$ cat src/rtl/data_path_pkg.sv
// Shared types for the data path: ALU command encoding (package alu) and the
// control bundle (package ctrl).
package alu;
  localparam int unsigned DATA_W = 8;

  typedef enum logic [3:0] {
    ADD    = 4'd0,
    SUB    = 4'd1,
    AND    = 4'd2,
    OR     = 4'd3,
    XOR    = 4'd4,
    NOT    = 4'd5,
    SHL    = 4'd6,
    SHR    = 4'd7,
    PASS_A = 4'd8
  } AluCmd;
endpackage

package ctrl;
  typedef struct packed {
    logic dst_in_sel;
  } CtrlSig;
endpackage

$ cat src/rtl/data_path_alu_unit.sv
// Combinational 8-bit ALU; unused command encodings yield result 0, carry 0.
module alu_unit
  import alu::*;
(
  input  logic [DATA_W-1:0] a,
  input  logic [DATA_W-1:0] b,
  input  AluCmd             cmd,
  output logic [DATA_W-1:0] result,
  output logic              carry,
  output logic              zero
);
  logic [DATA_W:0] sum_ext;
  logic [DATA_W:0] diff_ext;

  // Bit 8 of the extended difference is the borrow (a < b).
  assign sum_ext  = {1'b0, a} + {1'b0, b};
  assign diff_ext = {1'b0, a} - {1'b0, b};

  always_comb begin
    result = '0;
    carry  = 1'b0;
    case (cmd)
      ADD:    begin result = sum_ext[DATA_W-1:0];  carry = sum_ext[DATA_W];  end
      SUB:    begin result = diff_ext[DATA_W-1:0]; carry = diff_ext[DATA_W]; end
      AND:    result = a & b;
      OR:     result = a | b;
      XOR:    result = a ^ b;
      NOT:    result = ~a;
      SHL:    begin result = {a[DATA_W-2:0], 1'b0}; carry = a[DATA_W-1]; end
      SHR:    begin result = {1'b0, a[DATA_W-1:1]}; carry = a[0];        end
      PASS_A: result = a;
      default: begin
        result = '0;
        carry  = 1'b0;
      end
    endcase
  end

  assign zero = (result == '0);
endmodule

$ cat src/rtl/data_path.sv
// 16x8 register file feeding an ALU, with registered zero/carry flags.
// Optional debug read port enabled by defining DATAPATH_DBG_PORT_EN.
module data_path
  import alu::*;
  import ctrl::*;
(
  input  logic              clk,
  input  logic              rst_n,
  input  logic              reg_wr_en,
  input  logic [11:0]       operands,
  input  AluCmd             alu_cmd,
  input  CtrlSig            ctrl_sig,
`ifdef DATAPATH_DBG_PORT_EN
  input  logic [3:0]        dbg_addr,
  output logic [DATA_W-1:0] dbg_data,
`endif
  output logic [DATA_W-1:0] alu_out,
  output logic              flag_z,
  output logic              flag_c
);
  localparam int unsigned NUM_REGS = 16;

  logic [DATA_W-1:0] regs [NUM_REGS];
  logic [3:0]        dst;
  logic [3:0]        src_a;
  logic [3:0]        src_b;
  logic [DATA_W-1:0] imm;
  logic [DATA_W-1:0] wr_data;
  logic              alu_carry;
  logic              alu_zero;

  assign dst   = operands[11:8];
  assign src_a = operands[7:4];
  assign src_b = operands[3:0];
  assign imm   = operands[7:0];

  alu_unit u_alu (
    .a      (regs[src_a]),
    .b      (regs[src_b]),
    .cmd    (alu_cmd),
    .result (alu_out),
    .carry  (alu_carry),
    .zero   (alu_zero)
  );

  assign wr_data = ctrl_sig.dst_in_sel ? imm : alu_out;

  // Reads see pre-edge contents, so dst == src_a/src_b reads the old value.
  always_ff @(posedge clk) begin
    if (!rst_n) begin
      for (int i = 0; i < NUM_REGS; i++) regs[i] <= '0;
    end else if (reg_wr_en) begin
      regs[dst] <= wr_data;
    end
  end

  // Flags track ALU writes only; immediate loads leave them untouched.
  always_ff @(posedge clk) begin
    if (!rst_n) begin
      flag_z <= 1'b0;
      flag_c <= 1'b0;
    end else if (reg_wr_en && !ctrl_sig.dst_in_sel) begin
      flag_z <= alu_zero;
      flag_c <= alu_carry;
    end
  end

`ifdef DATAPATH_DBG_PORT_EN
  assign dbg_data = regs[dbg_addr];
`endif
endmodule

$ cat config.mk
export PLATFORM = sky130hd
export DESIGN_NAME = data_path
export DESIGN_NICKNAME = d
export VERILOG_FILES = /design/src/rtl/data_path_pkg.sv /design/src/rtl/data_path_alu_unit.sv /design/src/rtl/data_path.sv
export SDC_FILE = /design/constraint.sdc
export NUM_CORES = 1
export LEC_CHECK = 0
export ABC_AREA = 1
export BUFFER_PORTS_ARGS = -buffer_cell sky130_fd_sc_hd__buf_2
export CELL_PAD_IN_SITES_DETAIL_PLACEMENT = 2
export CELL_PAD_IN_SITES_GLOBAL_PLACEMENT = 2
export CORE_MARGIN = 3
export CORE_UTILIZATION = 33
export DETAILED_ROUTE_END_ITERATION = 10
export PLACE_DENSITY = 0.81
export SLEW_MARGIN = 15
export SYNTH_ARGS = -nofsm -noshare
export SYNTH_HDL_FRONTEND = slang
export SYNTH_HIERARCHICAL = 1
export SYNTH_SLANG_ARGS = --single-unit
$ cat constraint.sdc
create_clock -name clk -period 3.3 [get_ports clk]
set_clock_uncertainty 0.05 [all_clocks]
set_input_delay 0.33 -clock clk [delete_from_list [all_inputs] [get_ports clk]]
set_output_delay 0.33 -clock clk [all_outputs]
set_load 0.02 [all_outputs]
==> flow_summary.toml, run 1 <==
[run_status]
status = "finished, violations left"
failed_checks = "negative setup slack"

[place]
io_buffers = 29
place_inst = 1762
postPlaceCellArea_mm2 = 0.0107
place_hpwl_mm = 31.2
pre_cts_slack_ns = -0.304
routabilityCongestion = 0.909

[logic_synthesis]
synth_cell_types = 38
ys_seq_area_share_pct = 41.8
async_reset_ff_share_pct = 0
ys_seq_elements = 130
synthCells = 1305
synth_fp_nets = 1351
avgSynthCellArea_um2 = 7.12
synth_edf_count = 128
synth_flop_cell = "edfxtp_1"
yosysWarnings = 6
syn-cell-area_mm2 = 0.00929

[cells_and_area]
diodes = 0
fill_cells = 3143
register_area_mm2 = 0.00388
stdcell_count = 1807
final_cell_area_mm2 = 0.0122
multi_input_area_mm2 = 0.00508
drive_above_1_share_pct = 30.7
finish.utilization_pct = 44.8
syn_to_final_growth_pct = 31.8
nets = 1468

[min_path]
whs_path_depth = 4
hold_class = "in -> reg"
hp-start = "rst_n"
hold_path_end = "flag_c"

[timing]
drv_slew = 0
hold_viol = 0
worstMarginPinSlew_ns = 0.662
rsz0062_at_grt = "yes"
period_share_pct = 107
setup_viol = 62
fin_crit_ns = 3.53
fmax_mhz = 284
slew_headroom_pct = 55.6
fin_ws_ns = -0.225

[setup_path]
ff2ff_path_depth = 17
reg2reg_from = "regs[15][0]"
rr_endpoint = "regs[4][2]"
rrSetupSlack_ns = -0.16
critical_path_class = "reg -> out"
crit_arrival_ns = 3.15
end_kind = "output pin"
critPathMaxFanout = 3
cp.required_ns = 2.92
worstSetupStartpoint = "regs[15][0]"
startpoint_type = "register"

[detailed_routing]
routedWlPerCell_um = 28.7
postRouteAntennaNets = 0
dr.pass1.iters = 5
vias = 10400
drcViolationCount = 0
viasPerCell = 5.77
wl_mm = 51.8
first_iter_violations = 1075

[pwr]
p_leak_nw = 5.73
power.density_mw_per_mm2 = 477
finalPower_mw = 5.84
vdd_drop_max_mv = 0.334

[clocking]
numCtsBuffers = 17
postCtsHoldBufs = 0
cts_sinks = 130
clk_latency_ns = 0.45
cts.htree.levels = 4
cts_buffer_depth = 2
clk_pin_slew_ns = 0.09
cts_tree = "done"
root_buffer = "clkbuf_16"

[grt]
antenna_found_initial = 0
overflow = 0
grt_pass1_vias = 11100
grt_use_total_pct = 31.5
grt_pass1_wl_mm = 71.8
grt_max_degree = 65

[floorplanning]
die-area_mm2 = 0.0302
io_pins = 30
fp.coreArea_mm2 = 0.0273
die_h_um = 174
rows = 60
die_w_um = 174
start_util_pct = 34.0

[run]
maxCapViolations = 0
-- registers in the layout, summed over array words and instances (netlist names) --
name	count
regs	128
flag_z	1
flag_c	1
-- cells in the mapped netlist (2+ instances only) --
master | number | area (um2)
nand2_2 | 20 | 125
o21ai_2 | 2 | 17.5
a21oi_2 | 2 | 17.5
a21oi_1 | 7 | 35.0
o21ai_0 | 9 | 45.0
fa_1 | 2 | 40.0
inv_2 | 2 | 7.51
nor2_1 | 161 | 604
nand4_1 | 5 | 31.3
o21ai_1 | 12 | 60.1
nand3_1 | 259 | 1300
buf_1 | 3 | 11.3
inv_1 | 190 | 713
xor2_1 | 2 | 17.5
buf_4 | 4 | 30.0
nand3_2 | 4 | 40.0
clkbuf_1 | 13 | 48.8
clkinv_1 | 4 | 15.0
nor2_2 | 9 | 56.3
dfxtp_1 | 2 | 40.0
buf_2 | 43 | 215
o22ai_1 | 5 | 31.3
nor3_1 | 2 | 10.0
o211ai_2 | 2 | 25.0
nor3_4 | 4 | 65.1
nand2_1 | 369 | 1390
buf_6 | 3 | 33.8
edfxtp_1 | 128 | 3840
ha_1 | 24 | 300
nor2_4 | 5 | 56.3
-- critical path, stage by stage (launching register included) --
cell	delay [ns]
edfxtp_1	0.43
inv_1	0.14
nand2_1	0.10
nand3_2	0.11
nand3_2	0.10
nand3_4	0.12
nand2_4	0.09
ha_4	0.19
fa_2	0.39
xor2_1	0.19
nand2_1	0.11
o2111ai_2	0.16
nor2_2	0.21
inv_2	0.09
buf_6	0.12
buf_6	0.12
-- metrics by stage --
| step | hold WS, ns | TNS [ns] |
|---|---|---|
| after global placement | 0.440 | -8.71 |
| after floorplan | 0.538 | 0 |
| after detailed placement | 0.480 | -19.31 |
| after global routing | 0.414 | -7.88 |
| after CTS | 0.401 | -0.0295 |
| final | 0.423 | -4.35 |
-- logic make-up (layout without fill, tap and decap cells) --
group	Yosys count	count (layout)	share of synthesized area (%)
compound gates	41	41	2.67
xor+xnor	2	2	0.189
fa+ha+maj	26	26	3.66
buf+inv	263	393	11.6
flops	130	130	41.8
simple gates	843	843	40.0
-- cells in the final DEF (no fill, tap or decap), types with 3 or more instances in the layout --
| master | n |
|---|---|
| a21oi_1 | 4 |
| inv_1 | 140 |
| clkbuf_16 | 17 |
| buf_4 | 112 |
| o21ai_0 | 8 |
| nand4_1 | 5 |
| nand2_1 | 340 |
| clkinv_1 | 4 |
| nand2_2 | 45 |
| nand3_1 | 176 |
| nand3_4 | 9 |
| o22ai_1 | 5 |
| nor2_4 | 7 |
| nor3_2 | 3 |
| o21ai_1 | 11 |
| nor2_1 | 152 |
| o21ai_2 | 3 |
| ha_1 | 14 |
| ha_4 | 8 |
| inv_8 | 5 |
| nand2_4 | 5 |
| inv_6 | 4 |
| a21oi_2 | 5 |
| buf_2 | 25 |
| nand3_2 | 78 |
| nor3_4 | 4 |
| inv_2 | 51 |
| buf_6 | 5 |
| buf_12 | 20 |
| nor2_2 | 16 |
| edfxtp_1 | 128 |
-- timing repair --
item,CTS,global route
endpoints found under the hold margin,0,0
cloned,1,1
pin swaps,18,37
endpoints found under the setup margin,23,58
resized for setup,100,126
buffers inserted,3,8
-- cell type report --
class | instances | area share, %
multi-input cells | 912 | 41.5
well taps | 372 | 3.80
clock inverters | 15 | 1.36
repair buffers | 164 | 12.0
flip-flops and latches | 130 | 31.7
clock buffers | 17 | 3.48
inverters | 197 | 6.08
-- worst max path at each step --
stage	end	cells after the start	slack [ns]
after floorplan	regs[0][4]	18	0.0004
after global placement	regs[11][2]	18	-0.19
after detailed placement	regs[10][2]	19	-0.30
after CTS	alu_out[2]	15	-0.02
after global routing	alu_out[2]	15	-0.31
final	alu_out[2]	15	-0.23
-- layer usage --
metal	GRT usage, %	routed length, um	vias to the layer above
met3	5.54	3700	203
met4	15.2	3470	0
li1	-	-	4387
met2	52.3	24800	583
met5	0	0	-
met1	39.8	19800	5257
-- where the power goes --
part	internal [mW]	switching, mW
registers	1.88	0.0343
clock network	1.08	0.972
logic	0.651	1.21
Note: power is estimated with default switching activity, not from simulation.
==> inputs of run 2 (changes only) <==
- ABC_AREA: 1 -> not set
- CORE_UTILIZATION: 33 -> 40
==> flow_summary.toml, run 2 <==
[setup_path]
crit_family = "compound AO/OA/AOI/OAI gates"
cpMaxStageDelayCell = "mux4_2"
worstPathCellList = "mux4_2 > a22oi_2 > nand2_2 > ha_4 > fa_2 > o21bai_1 > a21oi_2 > nor2_4 > nor4_2 > a311o_1 > a211o_4 > buf_6 > buf_6"
critPathMaxFanout = 3
startpoint_type = "register"
cpMostUsedCell = "buf_6"
max_stage_delay_ns = 0.55
end_kind = "output pin"
crit_arrival_ns = 3.97
crit_buf_inv = 2
critical_path_class = "reg -> out"
cp.required_ns = 2.92

[logic_synthesis]
synth_flop_cell = "edfxtp_1"
synth_fp_nets = 720
avgSynthCellArea_um2 = 12.3
synthTopCellsByArea = "edfxtp_1 46%, mux4_1 9.5%, mux4_2 8.7%"
yosysWarnings = 6
syn-cell-area_mm2 = 0.00832
synth_cell_types = 64
ys_seq_area_share_pct = 46.7
synthCells = 674
synth.top_cell.area_share_pct = 46.2
synth_top_cell_by_area = "edfxtp_1"
ys_seq_elements = 130
synth_edf_count = 128
async_reset_ff_share_pct = 0
post-synth-top-count-cell = "nor2_1"
synthTopCellsByCount = "145 x nor2_1, 128 x edfxtp_1, 56 x nand2_1"

[timing]
fmax_mhz = 230
period_share_pct = 132
hold_viol = 0
rsz0062_at_grt = "yes"
slew_headroom_pct = 41.4
fin_ws_ns = -1.05
holdWs_ns = 0.375
worstMarginPinSlew_ns = 0.872
setup_viol = 138
drv_slew = 0
fin_crit_ns = 4.35

[grt]
antenna_found_initial = 1
grt_pass1_vias = 7683
use_met1_pct = 39.6
grt.busiest_layer = "met2"
grt_max_degree = 25
met3_usage_pct = 5.33
grt_use_total_pct = 32.7
overflow = 0
grt_pass1_wl_mm = 52.8
grtUsageMet2_pct = 57.5

[cells_and_area]
finish.utilization_pct = 55.6
fill_cells = 1881
largest_reg_flops = 128
final_cell_area_mm2 = 0.0113
syn_to_final_growth_pct = 36.1
register_area_mm2 = 0.00388
multi_input_area_mm2 = 0.00476
mostFrequentLayoutCells = "128 x edfxtp_1, 121 x buf_4, 95 x nor2_1, 50 x mux4_2, 47 x nor2_4"
top_regs = "regs (128), flag_c (1), flag_z (1)"
drive_above_1_share_pct = 49.1
largest_register = "regs"
stdcell_count = 1103
diodes = 0
final_common_cell = "edfxtp_1"
nets = 867

[run_status]
failed_checks = "negative setup slack"
status = "finished, violations left"

[clocking]
postCtsHoldBufs = 0
cts.htree.levels = 4
cts_buffer_depth = 2
clk_pin_slew_ns = 0.06
cts_tree = "done"
cts_sinks = 130
root_buffer = "clkbuf_16"
numCtsBuffers = 17
clk_latency_ns = 0.43

[floorplanning]
io_pins = 30
start_util_pct = 40.8
die_h_um = 150
die_w_um = 150
rows = 52
die-area_mm2 = 0.0226
fp.coreArea_mm2 = 0.0204

[detailed_routing]
wl_mm = 40.3
viasPerCell = 6.55
drcViolationCount = 0
routedWlPerCell_um = 36.5
first_iter_violations = 789
vias = 7222
dr.pass1.iters = 5
postRouteAntennaNets = 0

[pwr]
p_leak_nw = 4.23
vdd_drop_max_mv = 0.460
finalPower_mw = 5.78
power.density_mw_per_mm2 = 511

[min_path]
hold_class = "in -> reg"

[place]
io_buffers = 29
place_hpwl_mm = 23.7
routabilityCongestion = 0.960
place_inst = 1041
postPlaceCellArea_mm2 = 0.00961

[run]
maxCapViolations = 0
run 2: final timing paths:
kind,to,depth (start not counted),start,slack [ns]
worst max-delay path,alu_out[6],13,regs[11][0],-1.05
worst min-delay path,flag_c,2,rst_n,0.37
worst max register to register,flag_z,16,regs[11][0],-0.99
worst min register to register,flag_c,2,flag_c,0.52
run 2: kinds of logic (layout without fill, tap and decap cells):
kind of cell | after synthesis | after routing | synth area share [%]
compound gates | 95 | 95 | 8.12
xor+xnor | 7 | 7 | 0.737
fa+ha+maj | 26 | 26 | 4.09
buf+inv | 75 | 234 | 5.40
flops | 130 | 130 | 46.7
mux | 82 | 82 | 20.9
simple gates | 259 | 259 | 14.0
run 2: area by class of cell:
type,count,area share [%]
inverter,22,0.818
multi-input combinational,469,42.1
tap,270,2.98
sequential,130,34.3
clock inverter,14,1.87
timing repair buffer,181,14.2
clock buffer,17,3.76
run 2: power breakdown:
group | total (mW) | switching, mW | internal [mW]
clock | 2.15 | 0.810 | 1.34
combinational | 1.70 | 0.966 | 0.739
sequential | 1.93 | 0.0554 | 1.88
run 2: timing repair:
| item | CTS | global route |
|---|---|---|
| endpoints found under the setup margin | 138 | 138 |
| gates resized for setup | 67 | 155 |
| cloned | 3 | 0 |
| hold endpoints to repair | 0 | 0 |
| pin swaps | 20 | 21 |
| setup buffers | 15 | 14 |
run 2: metrics by stage:
step / setup TNS (ns) / setup WS, ns
final: -93.34 / -1.05
after global routing: -102.13 / -1.16
after global placement: -71.86 / -0.904
after floorplan: -17.80 / -0.375
after detailed placement: -101.99 / -1.10
after CTS: -49.31 / -0.751
run 2: worst reg2reg max path: stages, from the launching register on:
cell and delay [ns]:
edfxtp_1 0.45, mux4_2 0.55, a22oi_2 0.27, nand2_2 0.16, ha_4 0.22, fa_2 0.36
o21bai_1 0.27, a21oi_2 0.15, nor2_4 0.16, nor4_2 0.06, a311o_1 0.30, a211o_4 0.35
buf_6 0.13, buf_4 0.14, nor4_4 0.28, mux2i_1 0.15, nor2b_1 0.18
run 2: routing by layer:
layer | vias up | part of all wire (%) | wire, um
met5 | - | 0 | 0
met4 | 0 | 6.2 | 2490
met3 | 150 | 7.2 | 2890
met2 | 469 | 50 | 20100
met1 | 3753 | 37 | 14700
li1 | 2850 | - | -
